### src/rtl/survivor_mem_ctrl.sv
// survivor_mem_ctrl
// Packs ACS survivor decisions into RAM words, writes them page by page
// into a single-port synchronous RAM, and shares that RAM with a
// traceback reader through an alternating write/read arbiter.
//
// Optional feature: define SMC_COLLISION_CHECK_EN to enable the sticky
// page-collision flag. Without it, collision is tied low.

module survivor_mem_ctrl #(
  parameter int N_ACS       = 4,
  parameter int WD_RAM_DATA = 8,
  parameter int WD_DEPTH    = 4,
  parameter int WD_SEG      = 3
) (
  input  logic                         CLOCK,
  input  logic                         Reset,
  input  logic                         Active,
  input  logic                         Init,
  input  logic [N_ACS-1:0]             Survivors,
  input  logic                         surv_valid,
  output logic                         surv_ready,
  output logic [WD_DEPTH-1:0]          acs_page,
  input  logic                         tb_req,
  input  logic [WD_SEG-1:0]            tb_seg,
  output logic                         tb_ready,
  input  logic                         tb_step,
  output logic [WD_DEPTH-1:0]          tb_page,
  output logic                         tb_valid,
  output logic [WD_RAM_DATA-1:0]       tb_data,
  output logic                         ram_en,
  output logic                         ram_we,
  output logic [WD_DEPTH+WD_SEG-1:0]   ram_addr,
  output logic [WD_RAM_DATA-1:0]       ram_wdata,
  input  logic [WD_RAM_DATA-1:0]       ram_rdata,
  output logic                         collision
);

  // Beats per RAM word and the width of the lane counter that walks them.
  localparam int R      = WD_RAM_DATA / N_ACS;
  localparam int LANE_W = (R > 1) ? $clog2(R) : 1;
  localparam logic [LANE_W-1:0] LAST_LANE = LANE_W'(R - 1);
  localparam logic [WD_SEG-1:0] LAST_SEG  = {WD_SEG{1'b1}};

  // Which kind of access won the most recent write/read contention.
  typedef enum logic {
    ARB_LAST_READ  = 1'b0,
    ARB_LAST_WRITE = 1'b1
  } arb_e;

  logic [LANE_W-1:0]      lane_q, lane_d;
  logic [WD_RAM_DATA-1:0] pack_q, pack_d;
  logic [WD_RAM_DATA-1:0] hold_q, hold_d;
  logic                   wr_pend_q, wr_pend_d;
  logic [WD_SEG-1:0]      wr_seg_q, wr_seg_d;
  logic [WD_DEPTH-1:0]    acs_page_q, acs_page_d;
  logic [WD_DEPTH-1:0]    tb_page_q, tb_page_d;
  arb_e                   arb_q, arb_d;
  logic                   rd_pend_q, rd_pend_d;
  logic                   tb_valid_q, tb_valid_d;
  logic [WD_RAM_DATA-1:0] tb_data_q, tb_data_d;

  logic                   accept;
  logic                   wr_grant;
  logic                   rd_grant;
  logic                   contention;
  logic [WD_RAM_DATA-1:0] merged;

  // Survivor handshake: stall only when the last lane would overwrite an
  // unwritten held word.
  always_comb begin
    surv_ready = Active && !(wr_pend_q && (lane_q == LAST_LANE));
    accept     = surv_valid && surv_ready;
  end

  // Arbitration: a lone requester wins; on contention the kind that lost
  // last time wins. No RAM access is started while Reset is asserted.
  always_comb begin
    contention = wr_pend_q && tb_req;
    wr_grant   = !Reset && wr_pend_q && (!tb_req || (arb_q == ARB_LAST_READ));
    rd_grant   = !Reset && tb_req && !(wr_pend_q && (arb_q == ARB_LAST_READ));
  end

  // RAM port drive; all fields forced to zero when idle.
  always_comb begin
    ram_en    = 1'b0;
    ram_we    = 1'b0;
    ram_addr  = '0;
    ram_wdata = '0;
    if (wr_grant) begin
      ram_en    = 1'b1;
      ram_we    = 1'b1;
      ram_addr  = {acs_page_q, wr_seg_q};
      ram_wdata = hold_q;
    end else if (rd_grant) begin
      ram_en    = 1'b1;
      ram_addr  = {tb_page_q, tb_seg};
    end
  end

  // Current packer content with the incoming beat dropped into its lane.
  always_comb begin
    merged = pack_q;
    merged[lane_q*N_ACS +: N_ACS] = Survivors;
  end

  // Packer, holding register and write addressing next state.
  always_comb begin
    lane_d     = lane_q;
    pack_d     = pack_q;
    hold_d     = hold_q;
    wr_pend_d  = wr_pend_q;
    wr_seg_d   = wr_seg_q;
    acs_page_d = acs_page_q;
    if (wr_grant) begin
      wr_pend_d = 1'b0;
      wr_seg_d  = wr_seg_q + 1'b1;
      if (wr_seg_q == LAST_SEG) begin
        acs_page_d = acs_page_q + 1'b1;
      end
    end
    if (accept) begin
      pack_d = merged;
      if (lane_q == LAST_LANE) begin
        hold_d    = merged;
        wr_pend_d = 1'b1;
        lane_d    = '0;
      end else begin
        lane_d = lane_q + 1'b1;
      end
    end
  end

  // Traceback page, arbitration history and read return pipeline.
  always_comb begin
    tb_page_d  = tb_page_q;
    arb_d      = arb_q;
    rd_pend_d  = rd_grant;
    tb_valid_d = rd_pend_q;
    tb_data_d  = tb_data_q;
    if (Init) begin
      tb_page_d = acs_page_q - 1'b1;
    end else if (tb_step) begin
      tb_page_d = tb_page_q - 1'b1;
    end
    if (contention && !Reset) begin
      arb_d = wr_grant ? ARB_LAST_WRITE : ARB_LAST_READ;
    end
    if (rd_pend_q) begin
      tb_data_d = ram_rdata;
    end
  end

  // State registers with synchronous reset.
  always_ff @(posedge CLOCK) begin
    if (Reset) begin
      lane_q     <= '0;
      pack_q     <= '0;
      hold_q     <= '0;
      wr_pend_q  <= 1'b0;
      wr_seg_q   <= '0;
      acs_page_q <= '0;
      tb_page_q  <= '0;
      arb_q      <= ARB_LAST_READ;
      rd_pend_q  <= 1'b0;
      tb_valid_q <= 1'b0;
      tb_data_q  <= '0;
    end else begin
      lane_q     <= lane_d;
      pack_q     <= pack_d;
      hold_q     <= hold_d;
      wr_pend_q  <= wr_pend_d;
      wr_seg_q   <= wr_seg_d;
      acs_page_q <= acs_page_d;
      tb_page_q  <= tb_page_d;
      arb_q      <= arb_d;
      rd_pend_q  <= rd_pend_d;
      tb_valid_q <= tb_valid_d;
      tb_data_q  <= tb_data_d;
    end
  end

  assign acs_page = acs_page_q;
  assign tb_page  = tb_page_q;
  assign tb_ready = rd_grant;
  assign tb_valid = tb_valid_q;
  assign tb_data  = tb_data_q;

`ifdef SMC_COLLISION_CHECK_EN
  logic collision_q, collision_d;

  // Sticky flag: traceback read touching the page currently being written.
  always_comb begin
    collision_d = collision_q;
    if (Init) begin
      collision_d = 1'b0;
    end else if (rd_grant && (tb_page_q == acs_page_q)) begin
      collision_d = 1'b1;
    end
  end

  // Collision flag register.
  always_ff @(posedge CLOCK) begin
    if (Reset) begin
      collision_q <= 1'b0;
    end else begin
      collision_q <= collision_d;
    end
  end

  assign collision = collision_q;
`else
  assign collision = 1'b0;
`endif

endmodule

### config.mk
export PLATFORM = sky130hd
export DESIGN_NAME = survivor_mem_ctrl
export DESIGN_NICKNAME = d
export VERILOG_FILES = /design/src/rtl/survivor_mem_ctrl.sv
export SDC_FILE = /design/constraint.sdc
export NUM_CORES = 1
export LEC_CHECK = 0
export ABC_AREA = 1
export ABC_CLOCK_PERIOD_IN_PS = 1000
export CAP_MARGIN = 0
export CORE_MARGIN = 2
export CORE_UTILIZATION = 40
export DETAILED_ROUTE_END_ITERATION = 12
export HOLD_SLACK_MARGIN = 0.15
export PLACE_DENSITY = 0.75
export SYNTH_ARGS = -nofsm -noshare
export SYNTH_HDL_FRONTEND = slang
export SYNTH_SLANG_ARGS = --single-unit
### constraint.sdc
create_clock -name CLOCK -period 1 [get_ports CLOCK]
set_input_delay 0.15 -clock CLOCK [delete_from_list [all_inputs] [get_ports CLOCK]]
set_output_delay 0.15 -clock CLOCK [all_outputs]
set_load 0.005 [all_outputs]
-- After elaboration in Yosys (flattened, before gate mapping)
Index checks and enable logic that the tools add are counted.
- add/subtract/negate cells: 6
- equal/unequal tests: 1
- shift-type cells: 2
- multiplexer cells: 13
- bitwise gates (word level): 1
- reductions and logical operators: 18
- operator list (operator ; count):
    $neg A3 Y34 ; 1
    $shift A4 B34 Y8 const A ; 1
    $shiftx A4 B34 Y8 ; 1
    $mux W7 ; 2
    $logic_and A1 B1 Y1 ; 10
    $bwmux W8 ; 1
    $mux W4 ; 2
    $mux W8 ; 1
    $sub A4 B1 Y4 const B ; 2
    $mux W1 ; 7
    $add A4 B1 Y4 const B ; 1
    $logic_not A1 Y1 ; 4
    $reduce_and A2 Y1 ; 2
    $add A3 B1 Y3 const B ; 1
    $eq A3 B3 Y1 const B ; 1
    $reduce_bool A2 Y1 ; 1
    $add A1 B1 Y1 const B ; 1
    $logic_or A1 B1 Y1 ; 1
    $not A1 Y1 ; 1
- flip-flop bits (word level): 40
- bits of input ports: 22
- output and inout bits: 37
- logic and storage cells: 52

-- Longest topological paths before layout
Gate-level depths: netlist of the first run.
- depth in word-level cells: 6
- gate-level depth with buffers: 8
- gate-level depth less buffers: 8

-- Worst setup path before layout of the first run
Ideal clock, no wire load.
- kind: reg2reg
- from: register acs_page_q[0], in the netlist acs_page[0]
- to: register tb_page_q[2], in the netlist tb_page[2]
- setup time: 0.070 ns
- arrival: 1.070 ns
- required time: 0.930 ns
- slack: -0.140 ns
- stages on the path, launching flop included: 8
- buffers on the path: 0
- clock period less this slack: 1.140 ns
- cells stage by stage: dfxtp_1 > inv_1 > nand2_1 > nand2_1 > ha_1 > a21oi_1 > o21ai_1 > a21oi_1
- longest elaborated chain between the ends: 2
- ends and longest elaborated chain (what ; line ; source):
    start: declaration ; 55 ; logic [WD_DEPTH-1:0] acs_page_q, acs_page_d;
    start signal: assignment ; 173 ; acs_page_q <= acs_page_d;
    $sub A4 B1 Y4 ; 141 ; tb_page_d = acs_page_q - 1'b1;
    $mux W4 ; 140 ; if (Init) begin
    end signal: assignment ; 174 ; tb_page_q <= tb_page_d;
    end: declaration ; 56 ; logic [WD_DEPTH-1:0] tb_page_q, tb_page_d;
No other way between the ends.
A chain may end at the register's enable or synchronous reset.

-- Worst setup path after layout of the first run
- from: register arb_q
- to: output ram_addr[0]
- longest elaborated chain between the ends: 6
- elaborated cells between the ends (all ways): 8
- those cells by class: 2 x mux; 1 x bitwise; 5 x reduce/logical
- ends and longest elaborated chain (what ; line ; source):
    start: declaration ; 57 ; arb_e arb_q, arb_d;
    start signal: assignment ; 175 ; arb_q <= arb_d;
    $not A1 Y1 * ; 79, 80 ;
    $logic_and A1 B1 Y1 ; 80 ; rd_grant = !Reset && tb_req && !(wr_pend_q && (arb_q == ARB_LAST_READ));
    $logic_not A1 Y1 ; 80 ;
    $logic_and A1 B1 Y1 ; 80 ;
    $mux W7 ; 94 ; end else if (rd_grant) begin
    $mux W7 * ; 89 ; if (wr_grant) begin
    end: declaration ; 32 ; output logic [WD_DEPTH+WD_SEG-1:0] ram_addr,
Every way passes the cells marked *; elsewhere a longest branch is shown, timed or not.

==> results.py, run 1 <==
metrics = {
    "drt": {
        "dr.pass1.iters": 4,
        "avgViaCountPerCell": 5.11,
        "dr_wl_met3_um": 331,
        "met1_length_um": 2760,
        "met2_length_um": 3290,
        "drt_iter0_markers": 100,
        "dr.max_layer_used": "met4",
        "wl_um": 6630,
        "ant_nets": 0,
        "vias": 2019,
        "drc": 0,
        "wl_per_cell_um": 16.8,
    },
    "layout": {
        "area_delta_synth_final_pct": 99.0,
        "layout-drive-gt1-share_pct": 57.4,
        "fin_util_pct": 82.3,
        "design_area_um2": 3270,
        "fin_nets": 370,
        "n_antenna_cell": 0,
    },
    "yosys": {
        "synthTopCellsByArea": "dfxtp_1 44%, nor2_1 7.8%, nand2_1 7.5%",
        "synthArstFlopShare_pct": 0,
        "synth_top_area_cell": "dfxtp_1",
        "synth_top_family_by_area": "simple AND/OR/NAND/NOR gates",
        "synth_cell_types": 29,
        "synth_adder_area_share_pct": 3.05,
        "syn_area_per_cell_um2": 7.30,
        "synth_top_area_share_pct": 43.9,
        "synth_flop_cell": "dfxtp_1",
        "ys_seq_area_share_pct": 43.9,
        "synth_warnings": 0,
        "synth_compound_area_share_pct": 19.1,
        "synth_xor_area_share_pct": 0.533,
        "synth_edf_count": 0,
        "synthesis.area_um2": 1640,
        "synth_nets": 251,
        "synth_cells": 225,
        "synth_seq_cells": 36,
        "yosys.area_share.simple_pct": 22.0,
        "synth_mux_area_share_pct": 0,
    },
    "power_and_ir_drop": {
        "power.internal_uw": 2770,
        "pwr-share-seq_pct": 41.3,
        "ir_drop_v": 0.000967,
        "sw_frac_of_total_pct": 25.8,
        "p_sw_uw": 960,
        "comb_power_share_pct": 20.1,
        "p_leak_uw": 0.00140,
        "clockPowerShare_pct": 38.6,
        "powerDensity_nw_per_um2": 1140,
    },
    "global_routing": {
        "grt.total_usage_pct": 24.9,
        "grt_overflow": 0,
        "grt_antenna_before_repair": 0,
        "grt_max_degree": 20,
        "grt_pass1_wl_um": 8560,
        "grt_pass1_vias": 1925,
    },
    "sta": {
        "fin_ws_ns": -0.529,
        "clock.fmax_ghz": 0.654,
        "slew_viol_final": 0,
        "fin_skew_ns": 0.0104,
        "finalSetupViolCount": 47,
        "rsz0062_at_grt": "yes",
        "period_share_pct": 153,
        "hold_viol": 0,
        "fin_crit_ns": 1.53,
    },
    "clock_tree": {
        "clkTransAtPathRegs_ns": 0.08,
        "numClockSinks": 36,
        "htreeDepth": 2,
        "clk_latency_ns": 0.30,
        "cts_buffers": 5,
        "cts_tree": "done",
        "cts_buffer_depth": 2,
        "root_buffer": "clkbuf_8",
    },
    "placed_design": {
        "gp_congestion": 0.806,
        "port-buffer-count": 57,
        "dp_hpwl_um": 3190,
        "placed_area_um2": 2610,
    },
    "flow_run": {
        "maxCapViolCount": 0,
    },
    "floorplanning": {
        "rows": 23,
        "io_pins": 59,
        "core-area_um2": 3970,
        "die_h_um": 68.1,
        "start_util_pct": 41.4,
        "die-area_um2": 4640,
        "die_w_um": 68.1,
    },
    "status": {
        "outcome": "finished with violations",
        "violations": "negative setup slack",
    },
    "setup_path": {
        "required_ns": 0.85,
        "crit_fanout": 5,
        "cp-end-kind": "output port",
        "path_class": "reg2out",
        "arrival_ns": 1.38,
        "critPathLaunchType": "flop",
    },
    "min_path": {
        "hold_path_class": "in2reg",
    },
}
-- synth_stat cells, types with 2 or more instances --
cell type   n
nand3_1     5
buf_2       4
nand2_1    33
inv_1      30
a21oi_1    18
nor3_1      4
buf_6       2
inv_2       3
nand2_2     2
dfxtp_1    36
nor2_2      2
o22ai_1     8
o21ai_1    10
ha_1        4
o21ai_0    17
nor2_1     34
-- cells in the final DEF, fill, tap and decap left out, drive strengths merged --
cell / instances
nor2: 36
clkbuf: 9
o22ai: 8
a31oi: 1
clkinv: 1
ha: 4
nand4: 1
nor3: 4
xor2: 1
dlygate4sd2: 3
o31ai: 1
buf: 88
conb: 1
nand2: 35
clkdlybuf4s50: 18
inv: 34
nand3: 7
a21oi: 19
o21ai: 28
or2: 1
clkdlybuf4s15: 8
dfxtp: 36
bufinv: 1
-- path summary, 6_finish.rpt --
| check | start | endpoint | slack (ns) | cells after the start |
|---|---|---|---|---|
| max | arb_q$_SDFFE_PP0P_ | ram_addr[0] | -0.53 | 7 |
| min | tb_req | arb_q$_SDFFE_PP0P_ | 0.33 | 3 |
| max reg2reg | wr_pend_q$_SDFF_PP0_ | hold_q[3]$_SDFFE_PP0P_ | -0.49 | 6 |
| min reg2reg | tb_data[7]$_SDFFE_PP0P_ | tb_data[7]$_SDFFE_PP0P_ | 0.50 | 2 |
-- worst max-delay path: stages, from the launching register on --
cell and delay (ns):
dfxtp_2 0.36, buf_6 0.10, nor2_4 0.03, nor2_4 0.15, inv_2 0.06, buf_6 0.13, a21oi_2 0.13, buf_2 0.12
-- per-stage QoR --
stage               setup slack [ns]  TNS [ns]  hold slack (ns)  total power (uW)  std cells
CTS                           -0.480    -12.93            0.342              3590        393
global route                  -0.578    -18.66            0.377              3860        395
finish                        -0.529    -16.84            0.329              3730        395
floorplan                    -0.0375    -0.107            0.212              1800        225
global placement              -0.882    -27.96            0.461              2120        369
detailed placement            -0.920    -28.85            0.465              2130        369
-- repair_timing --
| item | CTS | global route |
|---|---|---|
| setup endpoints to repair | 60 | 57 |
| setup buffers | 15 | 6 |
| cloned | 1 | 0 |
| hold buffers | 0 | 0 |
| pin swaps | 17 | 15 |
| resized for setup | 220 | 54 |
-- sequential cells by signal (all words and copies together), names as in the netlist --
| register | count |
|---|---|
| rd_pend_q | 1 |
| arb_q | 1 |
| pack_q | 4 |
| lane_q | 1 |
| wr_seg_q | 3 |
| tb_data | 8 |
| wr_pend_q | 1 |
| tb_page | 4 |
| acs_page | 4 |
| tb_valid | 1 |
| hold_q | 8 |
-- power by group through the flow --
stage	logic (uW)	registers (uW)	clock network [uW]
2_1_floorplan	222	1570	0
3_3_place_gp	562	1560	0
3_5_place_dp	569	1560	0
4_1_cts	654	1540	1410
5_1_grt	810	1550	1500
6_report	750	1540	1440
-- cell families (layout without fill, tap and decap cells) --
logic type | after synthesis | count (layout)
fa+ha+maj | 4 | 4
compound gates | 57 | 57
flops | 36 | 36
xor+xnor | 1 | 1
buf+inv | 42 | 162
simple gates | 84 | 84
other cells | 1 | 1
-- area by class of cell --
cell class / instances / area (um2)
inverter: 35 / 144
timing repair buffer: 119 / 1100
multi-input combinational: 147 / 1090
clock inverter: 1 / 30.0
clock buffer: 7 / 96.3
fill: 219 / 702
sequential: 36 / 751
tap: 50 / 62.6
-- per-layer routing --
| metal | vias to the layer above | track usage, % |
|---|---|---|
| li1 | 959 | - |
| met1 | 954 | 29.3 |
| met2 | 79 | 44.2 |
| met3 | 27 | 6.25 |
| met4 | 0 | 7.50 |
| met5 | - | 0 |
Note: power is estimated with default switching activity, not from simulation.
==> inputs of run 2 (changes only) <==
--- a/config.mk
+++ b/config.mk
@@ -8,7 +8,6 @@
 export ABC_AREA = 1
 export ABC_CLOCK_PERIOD_IN_PS = 1000
 export CAP_MARGIN = 0
-export CORE_MARGIN = 2
 export CORE_UTILIZATION = 40
 export DETAILED_ROUTE_END_ITERATION = 12
 export HOLD_SLACK_MARGIN = 0.15
==> run 2 against run 1 <==
Effect of this change:
- largest power group unchanged
- wire length down 13%
- combinational power fell by 4.0%
- largest cell class unchanged
- the run still ends with negative setup slack left
- cell count grew 0.25%
- utilization is essentially flat
- register-to-register slack better by 0.09 ns
- cell area shrank 4.4%
- first-iteration DRC count fell by 27%
- worst hold slack gained 0.093 ns
- worst setup slack improved by 0.0083 ns
- sequential cell count is the same
==> results.py, run 2 (same netlist as run 1, synthesis figures left out) <==
metrics = {
    "status": {
        "outcome": "finished with violations",
        "violations": "negative setup slack",
    },
    "layout": {
        "final_common_cell": "buf_4",
        "fin_nets": 373,
        "area_delta_synth_final_pct": 90.3,
        "layout-drive-gt1-share_pct": 52.9,
        "final_cell_mix": "39 x buf_4, 36 x buf_6, 31 x nor2_1, 25 x inv_1, 23 x nand2_1",
        "n_antenna_cell": 0,
        "stdcell_count": 396,
        "fillCellCount": 231,
    },
    "setup_path": {
        "cpPeakStageDelay_ns": 0.38,
        "critPathLaunchType": "flop",
        "crit_slowest_cell": "dfxtp_4",
        "path_cells": "inv_4 -> nor2_4 -> nor2_4 -> inv_2 -> buf_6 -> o22ai_1 -> buf_2",
        "cp-end-kind": "output port",
        "crit_fanout": 4,
        "required_ns": 0.85,
        "arrival_ns": 1.37,
        "crit_top_cell": "nor2_4",
        "path_class": "reg2out",
        "reg2regPathDepth": 9,
    },
    "placed_design": {
        "gp_congestion": 0.849,
        "dp_hpwl_um": 3360,
        "port-buffer-count": 57,
        "place_inst": 369,
    },
    "flow_run": {
        "maxCapViolCount": 0,
    },
    "global_routing": {
        "grt_overflow": 0,
        "grt_busiest_layer": "met2",
        "grt.met3_usage_pct": 4.48,
        "met2_usage_pct": 45.0,
        "grt_antenna_before_repair": 0,
        "grt_pass1_vias": 1917,
        "use_met1_pct": 29.6,
        "grt_pass1_wl_um": 8410,
        "grt_max_degree": 16,
        "grt.total_usage_pct": 25.6,
    },
    "power_and_ir_drop": {
        "powerDensity_nw_per_um2": 1080,
        "ir_drop_v": 0.000926,
        "comb_power_share_pct": 21.4,
        "finalPower_uw": 3370,
        "p_leak_uw": 0.00137,
        "pwr-share-seq_pct": 45.8,
        "clockPowerShare_pct": 32.8,
        "sw_frac_of_total_pct": 27.5,
        "p_sw_uw": 924,
        "power.internal_uw": 2440,
    },
    "sta": {
        "rsz0062_at_grt": "yes",
        "fin_skew_ns": 0.0100,
        "period_share_pct": 152,
        "clock.fmax_ghz": 0.658,
        "fin_ws_ns": -0.520,
        "finalSetupViolCount": 46,
        "fin_crit_ns": 1.52,
        "slew_viol_final": 0,
        "hold_viol": 0,
    },
    "drt": {
        "wl_um": 5740,
        "avgViaCountPerCell": 5.06,
        "drt_iter0_markers": 73,
        "dr.pass1.iters": 4,
        "drc": 0,
        "wl_per_cell_um": 14.5,
        "vias": 2002,
        "ant_nets": 0,
    },
    "floorplanning": {
        "rows": 22,
        "io_pins": 59,
        "start_util_pct": 43.2,
        "die_w_um": 66.1,
        "die-area_um2": 4370,
        "die_h_um": 66.1,
        "core-area_um2": 3800,
    },
    "clock_tree": {
        "cts_tree": "done",
        "root_buffer": "clkbuf_8",
        "cts_buffers": 5,
        "clkTransAtPathRegs_ns": 0.08,
        "numClockSinks": 36,
        "cts_hold_buf": 0,
        "cts_buffer_depth": 2,
        "clk_latency_ns": 0.29,
        "htreeDepth": 2,
    },
    "min_path": {
        "min_path_cells": 3,
        "hold_path_class": "in2reg",
    },
}
[run 2: through the flow]
stage / hold slack, ns / setup TNS, ns / setup WS, ns / instance area (um2) / util (%)
after global placement: 0.466 / -27.73 / -0.897 / 2630 / 69.1
after floorplan: 0.212 / -0.107 / -0.0375 / 1700 / -
after CTS: 0.320 / -13.56 / -0.477 / 3000 / 79.1
final: 0.422 / -14.70 / -0.520 / 3130 / 82.3
after global routing: 0.426 / -16.59 / -0.557 / 3130 / 82.3
after detailed placement: 0.475 / -29.03 / -0.938 / 2630 / 69.1
[run 2: final timing paths]
kind	slack (ns)	end	startpoint
min reg2reg	0.49	tb_data[4]$_SDFFE_PP0P_	tb_data[4]$_SDFFE_PP0P_
max	-0.52	ram_addr[3]	wr_pend_q$_SDFF_PP0_
min	0.42	tb_data[4]$_SDFFE_PP0P_	ram_rdata[4]
max reg2reg	-0.40	acs_page[1]$_SDFFE_PP0P_	arb_q$_SDFFE_PP0P_
[run 2: worst max-delay path, delay by kind of cell, from the launching register on]
family                 cells  cell delay, ns
flip-flops                 1            0.38
AO/OA/AOI/OAI              1            0.10
AND/OR/NAND/NOR            2            0.19
buffers and inverters      4            0.41
[run 2: layout make-up]
| type | count | area, um2 | area share (%) |
|---|---|---|---|
| Clock buffer | 6 | 82.6 | 2.64 |
| Timing Repair Buffer | 122 | 1080 | 34.4 |
| Tap cell | 48 | 60.1 | 1.92 |
| Clock inverter | 2 | 15.0 | 0.480 |
| Inverter | 35 | 140 | 4.48 |
| Sequential cell | 36 | 752 | 24.1 |
| Multi-Input combinational cell | 147 | 1000 | 32.0 |
[run 2: power by group through the flow]
| stage | Sequential, uW | Combinational, uW | Clock [uW] |
|---|---|---|---|
| finish | 1540 | 720 | 1110 |
| global route | 1550 | 775 | 1170 |
| CTS | 1540 | 668 | 1120 |
| detailed placement | 1560 | 573 | 0 |
| global placement | 1560 | 562 | 0 |
| floorplan | 1570 | 222 | 0 |
[run 2: what timing repair did]
item                       CTS  global route
setup endpoints to repair   59            55
pin swaps                   16            10
resized for setup          204            37
buffers inserted            15            11
[run 2: routing by layer]
metal	wire (um)	share of wire (%)
met5	0	0
met4	164	2.9
met3	242	4.2
met2	2910	51
met1	2420	42
